`src/rtl/multi_cycle_controller.sv`:
```
`default_nettype none
// ============================================================================
// Module   : multi_cycle_controller
// Brief    : Multi-cycle MIPS-subset control FSM with bus-timeout trap and
//            retired-instruction counter.
// Revision : 1.0
// ============================================================================
module multi_cycle_controller #(
    parameter int TIMEOUT = 15
) (
    input  logic        clk,
    input  logic        rst_n,
    input  logic [31:0] instr,
    input  logic        zero,
    input  logic        mem_ready,
    output logic        ALUIMM,
    output logic [2:0]  aluop,
    output logic        imm_zext,
    output logic        memread,
    output logic        memwrite,
    output logic        irwrite,
    output logic        pcwrite,
    output logic        regwrite,
    output logic        regdst,
    output logic        memtoreg,
    output logic [1:0]  pcsrc,
    output logic [2:0]  state,
    output logic [1:0]  trap_cause,
    output logic [15:0] instret
);

    typedef enum logic [2:0] {
        S_FETCH  = 3'd0,
        S_DECODE = 3'd1,
        S_EXEC   = 3'd2,
        S_MEM    = 3'd3,
        S_WB     = 3'd4,
        S_TRAP   = 3'd5
    } state_t;

    localparam logic [3:0] c_CLS_ILL  = 4'd0;
    localparam logic [3:0] c_CLS_R    = 4'd1;
    localparam logic [3:0] c_CLS_ADDI = 4'd2;
    localparam logic [3:0] c_CLS_ANDI = 4'd3;
    localparam logic [3:0] c_CLS_ORI  = 4'd4;
    localparam logic [3:0] c_CLS_LW   = 4'd5;
    localparam logic [3:0] c_CLS_SW   = 4'd6;
    localparam logic [3:0] c_CLS_BEQ  = 4'd7;
    localparam logic [3:0] c_CLS_J    = 4'd8;

    localparam logic [1:0] c_TRAP_ILL = 2'd1;
    localparam logic [1:0] c_TRAP_TMO = 2'd2;
    localparam logic [7:0] c_WAIT_LAST = 8'(TIMEOUT - 1);

    function automatic logic [3:0] f_class(input logic [5:0] op, input logic [5:0] fn);
        logic [3:0] cls;
        cls = c_CLS_ILL;
        case (op)
            6'h00: begin
                case (fn)
                    6'h20, 6'h22, 6'h24, 6'h25, 6'h2A: cls = c_CLS_R;
                    default:                           cls = c_CLS_ILL;
                endcase
            end
            6'h08:   cls = c_CLS_ADDI;
            6'h0C:   cls = c_CLS_ANDI;
            6'h0D:   cls = c_CLS_ORI;
            6'h23:   cls = c_CLS_LW;
            6'h2B:   cls = c_CLS_SW;
            6'h04:   cls = c_CLS_BEQ;
            6'h02:   cls = c_CLS_J;
            default: cls = c_CLS_ILL;
        endcase
        return cls;
    endfunction

    function automatic logic [2:0] f_rop(input logic [5:0] fn);
        logic [2:0] op;
        case (fn)
            6'h22:   op = 3'd1;
            6'h24:   op = 3'd2;
            6'h25:   op = 3'd3;
            6'h2A:   op = 3'd4;
            default: op = 3'd0;
        endcase
        return op;
    endfunction

    state_t      r_state;
    logic        r_run;
    logic [5:0]  r_op;
    logic [5:0]  r_funct;
    logic [7:0]  r_wait;
    logic [1:0]  r_cause;
    logic [15:0] r_instret;

    state_t      w_next;
    logic [1:0]  w_next_cause;
    logic        w_retire;
    logic        w_wait_hit;
    logic [3:0]  w_dec_cls;
    logic [3:0]  w_cls;
    logic        w_ex_aluimm;
    logic [2:0]  w_ex_aluop;
    logic        w_ex_zext;
    logic        w_unused_instr;

    assign w_unused_instr = ^instr[25:6];
    assign w_dec_cls      = f_class(instr[31:26], instr[5:0]);
    assign w_cls          = f_class(r_op, r_funct);
    assign w_wait_hit     = (r_wait == c_WAIT_LAST);

    always_comb begin
        w_next       = r_state;
        w_next_cause = r_cause;
        w_retire     = 1'b0;
        case (r_state)
            S_FETCH: begin
                if (mem_ready) begin
                    w_next = S_DECODE;
                end else if (w_wait_hit) begin
                    w_next       = S_TRAP;
                    w_next_cause = c_TRAP_TMO;
                end
            end
            S_DECODE: begin
                if (w_dec_cls == c_CLS_ILL) begin
                    w_next       = S_TRAP;
                    w_next_cause = c_TRAP_ILL;
                end else if (w_dec_cls == c_CLS_J) begin
                    w_next   = S_FETCH;
                    w_retire = 1'b1;
                end else begin
                    w_next = S_EXEC;
                end
            end
            S_EXEC: begin
                case (w_cls)
                    c_CLS_R, c_CLS_ADDI, c_CLS_ANDI, c_CLS_ORI: w_next = S_WB;
                    c_CLS_LW, c_CLS_SW:                         w_next = S_MEM;
                    c_CLS_BEQ: begin
                        w_next   = S_FETCH;
                        w_retire = 1'b1;
                    end
                    default: begin
                        w_next       = S_TRAP;
                        w_next_cause = c_TRAP_ILL;
                    end
                endcase
            end
            S_MEM: begin
                if (mem_ready) begin
                    if (w_cls == c_CLS_SW) begin
                        w_next   = S_FETCH;
                        w_retire = 1'b1;
                    end else begin
                        w_next = S_WB;
                    end
                end else if (w_wait_hit) begin
                    w_next       = S_TRAP;
                    w_next_cause = c_TRAP_TMO;
                end
            end
            S_WB: begin
                w_next   = S_FETCH;
                w_retire = 1'b1;
            end
            S_TRAP: w_next = S_TRAP;
            default: begin
                w_next       = S_TRAP;
                w_next_cause = c_TRAP_ILL;
            end
        endcase
    end

    // r_run holds the block idle until the first clock edge after reset release
    always_ff @(posedge clk or negedge rst_n) begin
        if (!rst_n) begin
            r_state   <= S_FETCH;
            r_run     <= 1'b0;
            r_op      <= 6'd0;
            r_funct   <= 6'd0;
            r_wait    <= 8'd0;
            r_cause   <= 2'd0;
            r_instret <= 16'd0;
        end else if (!r_run) begin
            r_run <= 1'b1;
        end else begin
            r_state <= w_next;
            r_cause <= w_next_cause;
            if (r_state == S_DECODE) begin
                r_op    <= instr[31:26];
                r_funct <= instr[5:0];
            end
            if ((w_next == r_state) && ((r_state == S_FETCH) || (r_state == S_MEM))) begin
                r_wait <= r_wait + 8'd1;
            end else begin
                r_wait <= 8'd0;
            end
            if (w_retire) begin
                r_instret <= r_instret + 16'd1;
            end
        end
    end

    always_comb begin
        w_ex_aluimm = 1'b0;
        w_ex_aluop  = 3'd0;
        w_ex_zext   = 1'b0;
        case (w_cls)
            c_CLS_R:    w_ex_aluop = f_rop(r_funct);
            c_CLS_ADDI: w_ex_aluimm = 1'b1;
            c_CLS_ANDI: begin
                w_ex_aluimm = 1'b1;
                w_ex_aluop  = 3'd2;
                w_ex_zext   = 1'b1;
            end
            c_CLS_ORI: begin
                w_ex_aluimm = 1'b1;
                w_ex_aluop  = 3'd3;
                w_ex_zext   = 1'b1;
            end
            c_CLS_LW, c_CLS_SW: w_ex_aluimm = 1'b1;
            c_CLS_BEQ:          w_ex_aluop  = 3'd1;
            default:            w_ex_aluimm = 1'b0;
        endcase
    end

    always_comb begin
        ALUIMM   = 1'b0;
        aluop    = 3'd0;
        imm_zext = 1'b0;
        memread  = 1'b0;
        memwrite = 1'b0;
        irwrite  = 1'b0;
        pcwrite  = 1'b0;
        regwrite = 1'b0;
        regdst   = 1'b0;
        memtoreg = 1'b0;
        pcsrc    = 2'd0;
        if (r_run) begin
            case (r_state)
                S_FETCH: begin
                    memread = 1'b1;
                    irwrite = mem_ready;
                    pcwrite = mem_ready;
                end
                S_DECODE: begin
                    if (w_dec_cls == c_CLS_J) begin
                        pcwrite = 1'b1;
                        pcsrc   = 2'd2;
                    end
                end
                S_EXEC: begin
                    ALUIMM   = w_ex_aluimm;
                    aluop    = w_ex_aluop;
                    imm_zext = w_ex_zext;
                    if (w_cls == c_CLS_BEQ) begin
                        pcsrc   = 2'd1;
                        pcwrite = zero;
                    end
                end
                S_MEM: begin
                    ALUIMM   = w_ex_aluimm;
                    aluop    = w_ex_aluop;
                    imm_zext = w_ex_zext;
                    memread  = (w_cls == c_CLS_LW);
                    memwrite = (w_cls == c_CLS_SW);
                end
                S_WB: begin
                    ALUIMM   = w_ex_aluimm;
                    aluop    = w_ex_aluop;
                    imm_zext = w_ex_zext;
                    regwrite = 1'b1;
                    regdst   = (w_cls == c_CLS_R);
                    memtoreg = (w_cls == c_CLS_LW);
                end
                default: ALUIMM = 1'b0;
            endcase
        end
    end

    assign state      = r_state;
    assign trap_cause = (r_state == S_TRAP) ? r_cause : 2'd0;
    assign instret    = r_instret;

endmodule
`default_nettype wire

```
`config.mk`:
```
export PLATFORM = sky130hd
export DESIGN_NAME = multi_cycle_controller
export DESIGN_NICKNAME = d
export VERILOG_FILES = /design/src/rtl/multi_cycle_controller.sv
export SDC_FILE = /design/constraint.sdc
export NUM_CORES = 1
export LEC_CHECK = 0
export ABC_AREA = 1
export BUFFER_PORTS_ARGS = -buffer_cell sky130_fd_sc_hd__clkbuf_2
export CORE_UTILIZATION = 30
export CTS_CLUSTER_SIZE = 8
export DETAILED_ROUTE_END_ITERATION = 10
export PLACE_DENSITY_LB_ADDON = 0.2
export SYNTH_ARGS = -nofsm -noshare
export SYNTH_HDL_FRONTEND = slang
export SYNTH_SLANG_ARGS = --single-unit
export TNS_END_PERCENT = 20
```
`constraint.sdc`:
```
create_clock -name clk -period 2.4 [get_ports clk]
set_clock_uncertainty 0.05 [all_clocks]
set_input_delay 0.24 -clock clk [delete_from_list [all_inputs] [get_ports clk]]
set_output_delay 0.24 -clock clk [all_outputs]
set_load 0.02 [all_outputs]
```
* After elaboration in Yosys (flattened, before gate mapping) *
Cells that the tools add are included.

operators by class
  equal/unequal tests = 43
  reduce and logical (&&, ||, !) cells = 19
  bitwise operators = 1
  muxes and demuxes = 54
  add/sub/neg operators = 2

operator list
  kind                                                  number
  equality test 6 bit (second input constant)           14
  one-hot mux 4 bit (8 select lines)                    2
  equality test 6 x 4 -> 1 bit (second input constant)  6
  two-way mux 1 bit                                     27
  one-hot mux 3 bit (4 select lines)                    2
  two-way mux 3 bit                                     7
  adder 16 x 1 -> 16 bit (second input constant)        1
  equality test 4 x 3 -> 1 bit (second input constant)  4
  two-way mux 2 bit                                     8
  one-hot mux 3 bit (5 select lines)                    1
  OR reduction 5 bit                                    3
  equality test 6 x 2 -> 1 bit (second input constant)  2
  equality test 6 x 3 -> 1 bit (second input constant)  2
  logical NOT 6 bit                                     2
  one-hot mux 3 bit (3 select lines)                    1
  adder 8 x 1 -> 8 bit (second input constant)          1
  equality test 4 x 2 -> 1 bit (second input constant)  2
  equality test 8 x 4 -> 1 bit (second input constant)  1
  two-way mux 8 bit                                     1
  one-hot mux 2 bit (4 select lines)                    1
  OR reduction 2 bit                                    4
  OR reduction 7 bit                                    1
  equality test 3 x 2 -> 1 bit (second input constant)  2
  equality test 3 bit (second input constant)           2
  other kinds (19)                                      22

storage, ports and cells
  logic and storage cells = 126
  bits in registers = 42
  output and inout bits = 35

* Longest topological paths before layout *
  depth after elaboration = 11
  gate-level depth with buffers = 14
  mapped depth without buffers = 14

* Worst setup path after synthesis *
Ideal clock, no wire load.

  kind = flip-flop to output port
  start point = register r_op[5]
  end point = output port aluop[2]
  data required time = 2.110 ns
  arrival = 1.848 ns
  path slack = 0.262 ns
  cell stages (with the launch flop) = 12
  buffers on the path = 0
  cells stage by stage = dfrtp_1 > nor2_2 > inv_2 > nor2_4 > nand3_1 > nor2_1 > nand2_1 > inv_1 > a211oi_1 > o21ai_0 > nand2_1 > nor3_1

between the ends
  word-level cells in the longest chain between the ends = 6
  elaborated cells on any way between the ends = 16
  classes of those cells = eq/ne: 11; mux: 4; reduce/logical: 1

ends and longest elaborated chain
  what                                                  RTL line  source
  start: declaration                                    91        logic [5:0] r_op;
  start signal: assignment                              192       r_op <= instr[31:26];
  equality test 6 x 2 -> 1 bit (tied with other cells)  58        case (op)
  one-hot mux 4 bit (8 select lines) *                  58
  equality test 4 x 3 -> 1 bit (tied with other cells)  210       case (w_cls)
  one-hot mux 3 bit (4 select lines) *                  210
  two-way mux 3 bit *                                   242       case (r_state)
  two-way mux 3 bit *                                   241       if (r_run) begin
  end: declaration                                      17        output logic [2:0] aluop,

Mark *: on every way between the ends. The rest lies on a longest branch, timed or not.

* Worst setup path in the final report *
  start point = register r_op[4]
  end point = output port aluop[0]

The elaborated chain is that of the path after synthesis.

==> run metrics <==
status=finished clean; largest area contributor in the netlist=dfrtp_1; sequential area share after synthesis=38.4%; commonest non-fill, non-tap cell in the layout=nand2_1; worst hold path class=input pin to flop; Crit Path Category=flop to output pin; Chip Width=97.6 um; placed instance area=3150 sq um; Syn Std Cell Area=2740 sq um; fmax=423 MHz; Post-synth top flop=dfrtp_1; P per Cell Area=853 nW/um^2; WP buf/inv=3; max_slew headroom=66.3%; total CTS buffers=5; Buffers on Ports=50; Core ar.=8760 sq um; Final Critical Period=2360 ps; max-slew violation count=0; # setup viols final=0; die height=97.6 um; WL/cell=11.9 um; Synth Register Bits=42; Die ar.=9520 sq um; top cells by area, synth=dfrtp_1, nand2_1, inv_1; CP Capture Type=output pin; Placer Congestion=0.847; slowest CP cell=dfrtp_2; synthesized instance count=375; Tot GR Track Use=14.1%; Cell variety after synth=38; CTS H-tree depth=2; YS warnings=0; DRT Pass-1 Iters=4; vias in the first global route=2428; R2R depth=11; Final ANT Viol Nets=0; layout net count=479; CTS root buffer=clkbuf_8; share of the synthesized area in the top cell type=38.4%; most frequent cells in the layout=nand2_1, inv_1, clkbuf_2, nor2_1, dfrtp_1; IO Count=71; Worst path depth=11; Sinks on Clock Net=42; DRT iter0 DRCs=87; setup TNS=0 ps; crit share post-route=98.4%; syn_nets=414; Crit Path Max Fanout=5; Avg Cell Area, Syn=7.31 sq um; total congestion overflow=0; P_leak=0.00172 uW; Top delay family on crit path=simple AND/OR/NAND/NOR gates; RSZ-0062 raised after global routing=true; CTS tree=yes; Starting Density=31.3%; Worst-Skew Late Latency=300 ps; share of cells above drive strength 1=25.4%; WL final=6.51 mm; first-pass GRT wire length=11.1 mm; Worst EP required=2110 ps; Max rail drop VDD=0.000310 V; via count=2579; Clock Pin Slew Worst Setup and Hold Paths=80 ps; Worst Path Arrival=2070 ps; Max Cap Viol=0; area grow syn2layout=22.2%; Critical Path Max Stage Delay=440 ps; Worst Tran Pin Value=504 ps; Ant. Diodes=0; largest net degree at the start of global routing=19; Startpoint Class=flop; WHS Path Cells=2; ys async rst share=100%; EDFF count, synth=0; Remaining DRCs=0; DP HPWL=5.05 mm; row cnt=34; worst-path cell chain=nor2_4 -> inv_2 -> nor2_4 -> nand3_2 -> nor2_1 -> nand2_1 -> buf_4 -> nor2_1 -> nand2_1 -> a31oi_1 -> buf_4; CTS Buffer Depth=2; initial antenna violation count=0; post-route cell area=3350 sq um; via/cell ratio=4.70; Final Hold Violating Endpoints=0
-- registers in the layout, indices dropped and copies added (netlist names) --
register / cells
r_op: 6
r_funct: 6
r_wait: 8
r_run: 1
instret: 16
r_cause: 2
state: 3
-- cells by family (layout without fill, tap and decap cells) --
| group | after synthesis | after routing | share of synthesized area (%) |
|---|---|---|---|
| buf+inv | 64 | 130 | 8.81 |
| flops | 42 | 42 | 38.4 |
| mux | 1 | 1 | 0.411 |
| other cells | 1 | 1 | 0.137 |
| simple gates | 204 | 204 | 35.3 |
| compound gates | 40 | 40 | 9.27 |
| fa+ha+maj | 3 | 3 | 1.37 |
| xor+xnor | 20 | 20 | 6.39 |
-- synth_stat cells, types with 2 or more instances --
| cell type | count |
|---|---|
| nor3_1 | 14 |
| nor2_1 | 45 |
| a211oi_1 | 2 |
| o21ai_0 | 20 |
| a21oi_1 | 2 |
| a21oi_2 | 6 |
| ha_1 | 3 |
| and3_1 | 2 |
| a31oi_1 | 3 |
| xor2_1 | 14 |
| clkinv_1 | 2 |
| inv_1 | 50 |
| nor2_4 | 3 |
| nand2_1 | 78 |
| nand2_4 | 2 |
| nand3_1 | 27 |
| nor3_2 | 2 |
| nand3_2 | 2 |
| nand4_1 | 14 |
| xnor2_1 | 6 |
| inv_2 | 7 |
| dfrtp_1 | 42 |
| nor4_1 | 3 |
| clkbuf_1 | 4 |
| nor2_2 | 6 |
| nand3b_1 | 2 |
| or2_2 | 2 |
| o21ai_1 | 2 |
-- routing by layer --
metal / wire, um / global-route usage, %
met5: 0 / 0
met4: 57 / 3.39
met3: 209 / 2.66
met2: 2890 / 21.9
met1: 3350 / 20.2
-- path summary, 6_finish.rpt --
check                           start           to  slack [ps]
min in group asynchronous       rst_n   r_cause[1]         330
hold reg to reg            r_funct[5]   r_funct[5]         440
setup / recovery              r_op[4]     aluop[0]          40
max in group asynchronous       rst_n   instret[1]        1390
setup reg to reg              r_op[4]  instret[15]         300
hold / removal               instr[4]   r_funct[4]         140
-- metrics by stage --
| stage | setup slack [ps] | total power, uW | utilization (%) | hold WS, ps | std cells |
|---|---|---|---|---|---|
| after global routing | -163 | 3090 | 38.2 | 142 | 549 |
| after detailed placement | 261 | 2150 | 36.0 | 151 | 534 |
| after global placement | 302 | 2140 | 36.0 | 151 | 534 |
| final | 38.4 | 2850 | 38.2 | 143 | 549 |
| after floorplan | 262 | 1840 | - | -106 | 375 |
| after CTS | 17.2 | 2780 | 37.5 | 129 | 543 |
-- repair_timing --
item | 4_1_cts | 5_1_grt
gates resized for setup | 2 | 12
endpoints found under the setup margin | 2 | 3
pin swaps | 0 | 6
setup buffers | 0 | 6
hold buffers | 1 | 0
endpoints found under the hold margin | 14 | 0
-- final cells by class --
| class | instances | area [sq um] |
|---|---|---|
| Tap cell | 108 | 135 |
| Inverter | 59 | 221 |
| Clock inverter | 3 | 48.8 |
| Timing Repair Buffer | 63 | 355 |
| Multi-Input combinational cell | 269 | 1470 |
| Fill cell | 962 | 5420 |
| Clock buffer | 5 | 68.8 |
| Sequential cell | 42 | 1050 |
-- where the power goes --
group          internal (uW)  switching (uW)
clock network            318             285
registers                883             206
logic                    423             740
No activity file was read; power rests on OpenSTA's default activity.
